$ cat config.mk
export PLATFORM = sky130hd
export DESIGN_NAME = spi_ram_responder
export DESIGN_NICKNAME = d
export VERILOG_FILES = /design/src/rtl/spi_ram_responder.sv
export SDC_FILE = /design/constraint.sdc
export NUM_CORES = 2
export LEC_CHECK = 0
export BUFFER_PORTS_ARGS = -buffer_cell sky130_fd_sc_hd__buf_2
export CORE_MARGIN = 2
export CORE_UTILIZATION = 57
export DETAILED_ROUTE_END_ITERATION = 12
export HOLD_SLACK_MARGIN = 0.15
export PLACE_DENSITY_LB_ADDON = 0.2
export REMOVE_ABC_BUFFERS = 1
export SYNTH_ARGS = -nofsm -noshare
export SYNTH_HDL_FRONTEND = slang
export SYNTH_SLANG_ARGS = --single-unit
$ cat constraint.sdc
create_clock -name clk12MHz -period 5.7 [get_ports clk12MHz]
set_input_delay 0.57 -clock clk12MHz [delete_from_list [all_inputs] [get_ports clk12MHz]]
set_output_delay 0.57 -clock clk12MHz [all_outputs]
set_load 0.01 [all_outputs]
$ cat src/rtl/spi_ram_responder.sv
// SPI mode-0 target emulating a 23LC-style serial SRAM (READ/WRITE, 16-bit address, auto-increment).
// Every SPI pin is oversampled on clk12MHz; no SPI signal is used as a clock.
`timescale 1ns/1ps
module spi_ram_responder #(
  parameter int         ADDR_BITS = 8,
  parameter logic [7:0] READ_CMD  = 8'h03,
  parameter logic [7:0] WRITE_CMD = 8'h02
) (
  input  logic clk12MHz,
  input  logic rstn,
  input  logic spi_select,
  input  logic spi_clk_in,
  input  logic spi_mosi,
  output logic spi_miso,
  output logic spi_miso_oe,
  output logic busy,
  output logic cmd_error
);

  localparam int DEPTH = 1 << ADDR_BITS;

  typedef enum logic [2:0] {
    ST_IDLE,
    ST_CMD,
    ST_ADDR_HI,
    ST_ADDR_LO,
    ST_RD_DATA,
    ST_WR_DATA,
    ST_IGNORE
  } state_t;

  state_t         state_q, state_d;
  logic [2:0]     bit_cnt_q, bit_cnt_d;
  logic [7:0]     rx_sh_q, rx_sh_d;
  logic [7:0]     tx_sh_q, tx_sh_d;
  logic [15:0]    addr_q, addr_d;
  logic           rd_dir_q, rd_dir_d;
  logic           miso_q, miso_d;
  logic           miso_oe_q, miso_oe_d;
  logic           cmd_err_q, cmd_err_d;

  logic           sel_s1_q, sel_s2_q, sel_s3_q;
  logic           sck_s1_q, sck_s2_q, sck_s3_q;
  logic           mosi_s1_q, mosi_s2_q;

  logic [7:0]           mem_q [DEPTH];
  logic                 mem_we;
  logic [ADDR_BITS-1:0] mem_widx;
  logic [ADDR_BITS-1:0] rd_idx;
  logic [7:0]           mem_rdata;

  logic        sel_fall, sel_rise, sck_rise, sck_fall;
  logic [7:0]  rx_byte;
  logic [15:0] addr_full;

  // Auto-increment only touches the implemented bits so the wrap is modulo the depth.
  function automatic logic [15:0] next_addr(input logic [15:0] a);
    logic [15:0] n;
    n = a;
    n[ADDR_BITS-1:0] = a[ADDR_BITS-1:0] + ADDR_BITS'(1);
    return n;
  endfunction

  assign sel_fall  = sel_s3_q & ~sel_s2_q;
  assign sel_rise  = ~sel_s3_q & sel_s2_q;
  assign sck_rise  = ~sck_s3_q & sck_s2_q;
  assign sck_fall  = sck_s3_q & ~sck_s2_q;
  assign rx_byte   = {rx_sh_q[6:0], mosi_s2_q};
  assign addr_full = {addr_q[15:8], rx_byte};

  // The first read byte is fetched from the address still being assembled.
  assign rd_idx    = (state_q == ST_ADDR_LO) ? addr_full[ADDR_BITS-1:0] : addr_q[ADDR_BITS-1:0];
  assign mem_rdata = mem_q[rd_idx];

  always_comb begin
    state_d   = state_q;
    bit_cnt_d = bit_cnt_q;
    rx_sh_d   = rx_sh_q;
    tx_sh_d   = tx_sh_q;
    addr_d    = addr_q;
    rd_dir_d  = rd_dir_q;
    miso_d    = miso_q;
    miso_oe_d = miso_oe_q;
    cmd_err_d = 1'b0;
    mem_we    = 1'b0;
    mem_widx  = addr_q[ADDR_BITS-1:0];

    case (state_q)
      ST_IDLE: begin
        if (sel_fall) begin
          state_d   = ST_CMD;
          bit_cnt_d = 3'd0;
        end
      end
      ST_CMD: begin
        if (sck_rise) begin
          rx_sh_d   = rx_byte;
          bit_cnt_d = bit_cnt_q + 3'd1;
          if (bit_cnt_q == 3'd7) begin
            if (rx_byte == READ_CMD || rx_byte == WRITE_CMD) begin
              rd_dir_d = (rx_byte == READ_CMD);
              state_d  = ST_ADDR_HI;
            end else begin
              cmd_err_d = 1'b1;
              state_d   = ST_IGNORE;
            end
          end
        end
      end
      ST_ADDR_HI: begin
        if (sck_rise) begin
          rx_sh_d   = rx_byte;
          bit_cnt_d = bit_cnt_q + 3'd1;
          if (bit_cnt_q == 3'd7) begin
            addr_d[15:8] = rx_byte;
            state_d      = ST_ADDR_LO;
          end
        end
      end
      ST_ADDR_LO: begin
        if (sck_rise) begin
          rx_sh_d   = rx_byte;
          bit_cnt_d = bit_cnt_q + 3'd1;
          if (bit_cnt_q == 3'd7) begin
            if (rd_dir_q) begin
              tx_sh_d = mem_rdata;
              addr_d  = next_addr(addr_full);
              state_d = ST_RD_DATA;
            end else begin
              addr_d  = addr_full;
              state_d = ST_WR_DATA;
            end
          end
        end
      end
      ST_RD_DATA: begin
        // Bit counter tracks presented bits here; the byte after the current one is loaded on the 8th fall.
        if (sck_fall) begin
          miso_oe_d = 1'b1;
          miso_d    = tx_sh_q[7];
          bit_cnt_d = bit_cnt_q + 3'd1;
          if (bit_cnt_q == 3'd7) begin
            tx_sh_d = mem_rdata;
            addr_d  = next_addr(addr_q);
          end else begin
            tx_sh_d = {tx_sh_q[6:0], 1'b0};
          end
        end
      end
      ST_WR_DATA: begin
        if (sck_rise) begin
          rx_sh_d   = rx_byte;
          bit_cnt_d = bit_cnt_q + 3'd1;
          if (bit_cnt_q == 3'd7) begin
            mem_we = 1'b1;
            addr_d = next_addr(addr_q);
          end
        end
      end
      ST_IGNORE: begin
      end
      default: state_d = ST_IDLE;
    endcase

    // Deselect wins over everything except a write committed in the same cycle.
    if (sel_rise) begin
      state_d   = ST_IDLE;
      miso_d    = 1'b0;
      miso_oe_d = 1'b0;
      bit_cnt_d = 3'd0;
    end
  end

  always_ff @(posedge clk12MHz or negedge rstn) begin
    if (!rstn) begin
      sel_s1_q  <= 1'b1;
      sel_s2_q  <= 1'b1;
      sel_s3_q  <= 1'b1;
      sck_s1_q  <= 1'b0;
      sck_s2_q  <= 1'b0;
      sck_s3_q  <= 1'b0;
      mosi_s1_q <= 1'b0;
      mosi_s2_q <= 1'b0;
      state_q   <= ST_IDLE;
      bit_cnt_q <= 3'd0;
      rx_sh_q   <= 8'h00;
      tx_sh_q   <= 8'h00;
      addr_q    <= 16'h0000;
      rd_dir_q  <= 1'b0;
      miso_q    <= 1'b0;
      miso_oe_q <= 1'b0;
      cmd_err_q <= 1'b0;
    end else begin
      sel_s1_q  <= spi_select;
      sel_s2_q  <= sel_s1_q;
      sel_s3_q  <= sel_s2_q;
      sck_s1_q  <= spi_clk_in;
      sck_s2_q  <= sck_s1_q;
      sck_s3_q  <= sck_s2_q;
      mosi_s1_q <= spi_mosi;
      mosi_s2_q <= mosi_s1_q;
      state_q   <= state_d;
      bit_cnt_q <= bit_cnt_d;
      rx_sh_q   <= rx_sh_d;
      tx_sh_q   <= tx_sh_d;
      addr_q    <= addr_d;
      rd_dir_q  <= rd_dir_d;
      miso_q    <= miso_d;
      miso_oe_q <= miso_oe_d;
      cmd_err_q <= cmd_err_d;
    end
  end

  // Storage is deliberately left out of reset; mem_we is low whenever the FSM is held in IDLE.
  always_ff @(posedge clk12MHz) begin
    if (mem_we) begin
      mem_q[mem_widx] <= rx_byte;
    end
  end

  assign spi_miso    = miso_q;
  assign spi_miso_oe = miso_oe_q;
  assign busy        = (state_q != ST_IDLE);
  assign cmd_error   = cmd_err_q;

endmodule

---- Yosys cells after proc, flatten, opt, wreduce, memory -nomap -nowiden ----
Memories as Yosys holds them, arrays and structs flattened.
Index checks and enable logic that the tools add are counted.
storage, ports and cells
  word-level logic and storage cells ...... 124
  output and inout port bits .............. 4
  memories ................................ 1
  register bits ........................... 49
  bits in writable memories ............... 2048
operators by class
  equality and inequality tests ........... 26
  reductions and logical operators ........ 19
  $add $sub $neg .......................... 3
  bitwise operators ....................... 9
  muxes and demuxes ....................... 48
memories
  memory  words  width  rd ports  clocked after Yosys merged registers in  write ports  line  RTL
  mem_q   256    8      1         0                                        1            46    logic [7:0] mem_q [DEPTH];
operators by type and width
  operator                                                                count
  8-bit 2-to-1 mux                                                        10
  16-bit 2-to-1 mux                                                       4
  3-bit 2-to-1 mux                                                        13
  8-bit one-hot mux with 4 select lines                                   1
  8-bit one-hot mux with 3 select lines                                   1
  3-bit != test (second input constant)                                   7
  8-bit by 1-bit adder with 8-bit output (second input constant)          2
  8-bit by 2-bit equality test with 1-bit output (second input constant)  2
  1-bit 2-to-1 mux                                                        16
  8-bit one-hot mux with 2 select lines                                   1
  3-bit one-hot mux with 5 select lines                                   1
  3-bit equality test (second input constant)                             4
  2-bit != test (second input constant)                                   6
  5-bit AND reduction                                                     2
  3-bit one-hot mux with 3 select lines                                   1
  3-bit nonzero test                                                      3
  4-bit AND reduction                                                     2
  8-bit AND reduction                                                     1
  3-bit by 2-bit equality test with 1-bit output (second input constant)  2
  6-bit AND reduction                                                     1
  2-bit nonzero test                                                      3
  1-bit NOT                                                               5
  1-bit bitwise AND                                                       4
  2-bit by 1-bit != test with 1-bit output (second input constant)        2
  other kinds (10)                                                        11

---- Depth between registers and ports, before layout ----
  depth after elaboration ................. 7
  gate-level depth with buffers ........... 15
  mapped depth without buffers ............ 10

---- Worst setup path before layout ----
No wires, ideal clock.
  path type ............................... reg-to-reg
  start point ............................. reg mosi_s2_q
  end point ............................... reg tx_sh_q[0]
  library setup time ...................... 0.120 ns
  stages on the path, launching flop included .. 14
  data arrival time ....................... 5.860 ns
  setup slack ............................. -0.281 ns
  period minus slack after synthesis ...... 5.981 ns
  buffers on the path ..................... 6
  cells stage by stage .................... dfrtp_1 > buf_2 > and4b_1 > buf_4 > a21o_1 > buf_4 > buf_4 > buf_2 > buf_1 > mux2i_1 > a32oi_1 > a31oi_1 > nand4_1 > a41o_1
between the ends
  cells in the longest elaborated chain, start to end .. 6
  elaborated cells on any way between the ends .. 8
RTL lines
  item                                     line  RTL
  start, declared                          44    logic mosi_s1_q, mosi_s2_q;
  start signal, assigned                   201   mosi_s2_q <= mosi_s1_q;
  8-bit 2-to-1 mux *                       72    assign rd_idx = (state_q == ST_ADDR_LO) ? addr_full[ADDR_BITS-1:0] : addr_q[ADDR_BITS-1:0];
  memory 256 x 8 bit *                     --
  8-bit 2-to-1 mux                         125   if (rd_dir_q) begin
  8-bit 2-to-1 mux                         124   if (bit_cnt_q == 3'd7) begin
  8-bit 2-to-1 mux                         121   if (sck_rise) begin
  8-bit one-hot mux with 2 select lines *  88    case (state_q)
  end signal, assigned                     205   tx_sh_q <= tx_sh_d;
  end, declared                            35    logic [7:0] tx_sh_q, tx_sh_d;
Every way passes the cells marked *; elsewhere a longest branch is shown, timed or not. The select of a mux whose other input is x is not followed.
A chain may end at the register's enable or synchronous reset.

---- Worst setup path after layout ----
  start point ............................. reg state_q[1]
  end point ............................... reg tx_sh_q[6]
between the ends
  cells in the longest elaborated chain, start to end .. 7
  elaborated cells on any way between the ends .. 16
RTL lines
  item                                            line    RTL
  start, declared                                 32      state_t state_q, state_d;
  start signal, assigned                          202     state_q <= state_d;
  3-bit by 2-bit equality test with 1-bit output  72, 88
  8-bit 2-to-1 mux                                72
  memory 256 x 8 bit                              --
  8-bit 2-to-1 mux                                125
  8-bit 2-to-1 mux                                124
  8-bit 2-to-1 mux                                121
  8-bit one-hot mux with 2 select lines           88
Parallel ways exist; a longest one is shown, timed or not. The select of a mux whose other input is x is not followed.

==> results.py <==
metrics = {
    "setup_path": {
        "r2r-end": "tx_sh_q[6]",
        "crit_slowest_cell": "a2111oi_0",
        "critPathMaxStageDelay_ns": 0.99,
        "startpoint_type": "flop",
        "path_cells": "and3b_1, buf_4, mux2i_4, nand2_1, a21oi_1, a2111oi_0, a22oi_1, a21oi_1, nor4_1, a221o_1",
        "rrSetupSlack_ns": 0.75,
        "cp.arrival_ns": 5.69,
        "cp.required_ns": 6.44,
        "ff2ff_path_depth": 10,
        "worst-path-max-fanout": 21,
        "r2r_start": "state_q[1]",
        "crit_path_end_kind": "flop",
        "worstSetupPathType": "reg2reg",
        "cpMostUsedCell": "a21oi_1",
    },
    "global_route": {
        "grt_max_degree": 150,
        "grt.overflow.total": 0,
        "antenna_found_initial": 6,
        "grt_pass1_vias": 50062,
        "track_usage_pct": 30.9,
        "grt_pass1_wl_um": 340000,
    },
    "timing": {
        "rsz0062_at_grt": "no",
        "period_share_pct": 86.8,
        "finalMaxSlewViolations": 0,
        "worst_slew_pin_slew_ns": 1.34,
        "relSlewSlack_pct": 10.4,
        "setup_violations": 0,
        "clock_skew_ns": 0.0326,
        "fmax_ghz": 0.202,
        "min_period_ns": 4.95,
        "finalHoldViolCount": 0,
        "setup_ws_ns": 0.751,
    },
    "pwr": {
        "power_density_nw_per_um2": 413,
        "power_mw": 38.2,
        "p_leak_nw": 31.2,
        "ir_drop_mv": 0.380,
    },
    "cts": {
        "cts_tree": "built",
        "cts-resized-gates": 0,
        "clk_latency_ns": 0.86,
        "cts_buffers": 204,
        "clk_path_buf_depth": 3,
        "cts_sinks": 2089,
        "h-tree-depth": 4,
        "clkSlewWorstSetupHoldPaths_ns": 0.07,
        "postCtsSetupBuffers": 0,
        "hold_buffers": 4,
        "clock-root-buffer": "clkbuf_16",
    },
    "synth": {
        "synth_edf_count": 2048,
        "synth_largest_area_cell": "edfxtp_1",
        "yosysSeqAreaShare_pct": 74.7,
        "ys_types": 67,
        "syn_area_per_cell_sq_um": 13.8,
        "ys.flop_type": "edfxtp_1",
        "ys_async_sr_fraction_pct": 1.96,
        "synth_area_sq_um": 83700,
        "ys_ff_latch": 2089,
        "synthTopCellsByArea": "edfxtp_1 (73%), nand2_1 (6.8%), nand3_1 (3.3%)",
        "yosysTopAreaCellShare_pct": 73.4,
        "yosys_warnings": 0,
        "synth_cells": 6078,
    },
    "routing": {
        "final_antenna_net_count": 0,
        "dr.pass1.iters": 8,
        "drt_iter0_markers": 6709,
        "wl_per_cell_um": 28.7,
        "viasPerCell": 6.45,
        "num_vias": 52314,
        "wl_um": 232000,
        "drc": 0,
    },
    "cells_and_area": {
        "syn_to_final_growth_pct": 10.3,
        "post-route-util_pct": 63.4,
        "layout-drive-gt1-share_pct": 8.53,
        "final_nets": 6040,
        "multi_input_area_sq_um": 19200,
        "regArea_sq_um": 62600,
        "num-fill-cells": 10617,
        "design_area_sq_um": 92400,
    },
    "die": {
        "initial_core_util_pct": 57.5,
        "fp.dieW_um": 387,
        "num_rows": 140,
        "die_area_sq_um": 150000,
        "die_h_um": 387,
        "ios": 9,
        "core_area_sq_um": 146000,
    },
    "place": {
        "hpwl_um": 134000,
        "dp_slack_ns": 0.964,
        "numPortBuffers": 8,
        "post_dp_cell_area_sq_um": 85700,
        "finalWeightedCongestion": 0.870,
    },
    "run_status": {
        "outcome": "finished clean",
    },
    "hold_path": {
        "hold_start": "sck_s1_q",
        "hold_path_class": "reg2reg",
        "hold-path-endpoint": "sck_s2_q",
        "min_path_cells": 0,
    },
    "job": {
        "maxCapViolCount": 0,
    },
}
==> flip-flops by register name (all words and copies together) (netlist names), 3 cells and up <==
signal and count:
tx_sh_q 8, bit_cnt_q 3, mem_q 2048, state_q 3
addr_q 8, rx_sh_q 7
==> critical path: cells and delay by family, from the launching register on <==
family                 cells  cell delay (ns)
multiplexers               1             0.14
flip-flops                 1             0.60
AND/OR/NAND/NOR            3             1.52
AO/OA/AOI/OAI              5             2.12
buffers and inverters      1             0.43
==> cell usage after synthesis, types with 34 or more instances <==
cell type,n
buf_4,41
a211oi_1,51
a21oi_1,110
o221ai_1,72
nand4_1,107
nand3_1,558
dfrtp_1,38
buf_1,34
mux2i_1,239
buf_2,166
clkbuf_1,138
edfxtp_1,2048
a31oi_1,200
nand2_1,1510
a32oi_1,34
a22oi_1,47
nor2_1,329
o21ai_0,50
==> metrics by stage <==
step | std cells | setup TNS (ns) | hold slack (ns)
2_1_floorplan | 5675 | -111.62 | 0.274
3_3_place_gp | 7733 | 0 | 0.334
3_5_place_dp | 7733 | 0 | 0.339
4_1_cts | 8110 | 0 | 0.330
5_1_grt | 8110 | 0 | 0.362
6_report | 8111 | 0 | 0.348
==> layout make-up <==
cell class | instances | area share [%]
timing repair buffer | 145 | 1.56
tap | 1917 | 2.60
sequential | 2089 | 67.7
multi-input combinational | 3568 | 20.8
antenna | 1 | 0.00271
inverter | 18 | 0.0732
clock inverter | 131 | 1.47
clock buffer | 242 | 5.73
==> cell usage in the layout, fill, tap and decap left out, drive strengths merged, types with 11 or more instances in the layout <==
cell type | synthesis | routed
a2111oi | 23 | 23
a211oi | 51 | 51
a21oi | 112 | 112
a22oi | 47 | 47
a311oi | 30 | 30
a31oi | 200 | 200
a32oi | 34 | 34
and2 | 11 | 11
and3 | 13 | 13
buf | 265 | 141
bufinv | 0 | 24
clkbuf | 138 | 242
clkinv | 1 | 94
dfrtp | 38 | 38
edfxtp | 2048 | 2048
inv | 17 | 25
mux2 | 26 | 26
mux2i | 240 | 240
mux4 | 31 | 31
nand2 | 1511 | 1511
nand3 | 558 | 558
nand4 | 107 | 107
nor2 | 331 | 331
nor2b | 21 | 21
nor3 | 20 | 20
o21ai | 53 | 53
o221ai | 72 | 72
==> worst max-delay path by stage <==
stage / slack (ns) / to / cells after the start / startpoint
floorplan: -14.51 / tx_sh_q[1] / 9 / mosi_s2_q
detailed placement: 0.96 / tx_sh_q[6] / 10 / state_q[1]
CTS: 0.94 / tx_sh_q[6] / 10 / state_q[1]
global placement: 0.99 / tx_sh_q[6] / 10 / state_q[1]
finish: 0.75 / tx_sh_q[6] / 10 / state_q[1]
global route: 0.78 / tx_sh_q[6] / 10 / state_q[1]
==> report_power, final <==
group,leakage (nW),internal (mW),total [mW],switching (mW)
Sequential,19.1,18.6,19.2,0.615
Clock,3.24,7.72,13.5,5.79
Combinational,8.82,1.19,5.42,4.23
Total,31.2,27.5,38.2,10.6
==> cell families after synthesis <==
kind of cell | share of synthesized area, %
simple gates | 13.0
flops | 74.7
compound gates | 5.45
buf+inv | 2.56
mux | 4.08
fa+ha+maj | 0.134
xor+xnor | 0.0732
==> routing by layer <==
metal	share of wire, %	wire, um	vias up	GRT usage, %
met1	39	90400	26072	43.9
met4	3.9	9160	10	11.6
met2	46	107000	3083	47.1
met5	0.032	75	-	0
met3	11	26200	506	6.76
li1	-	-	22643	-
(Power assumes the default switching activity.)
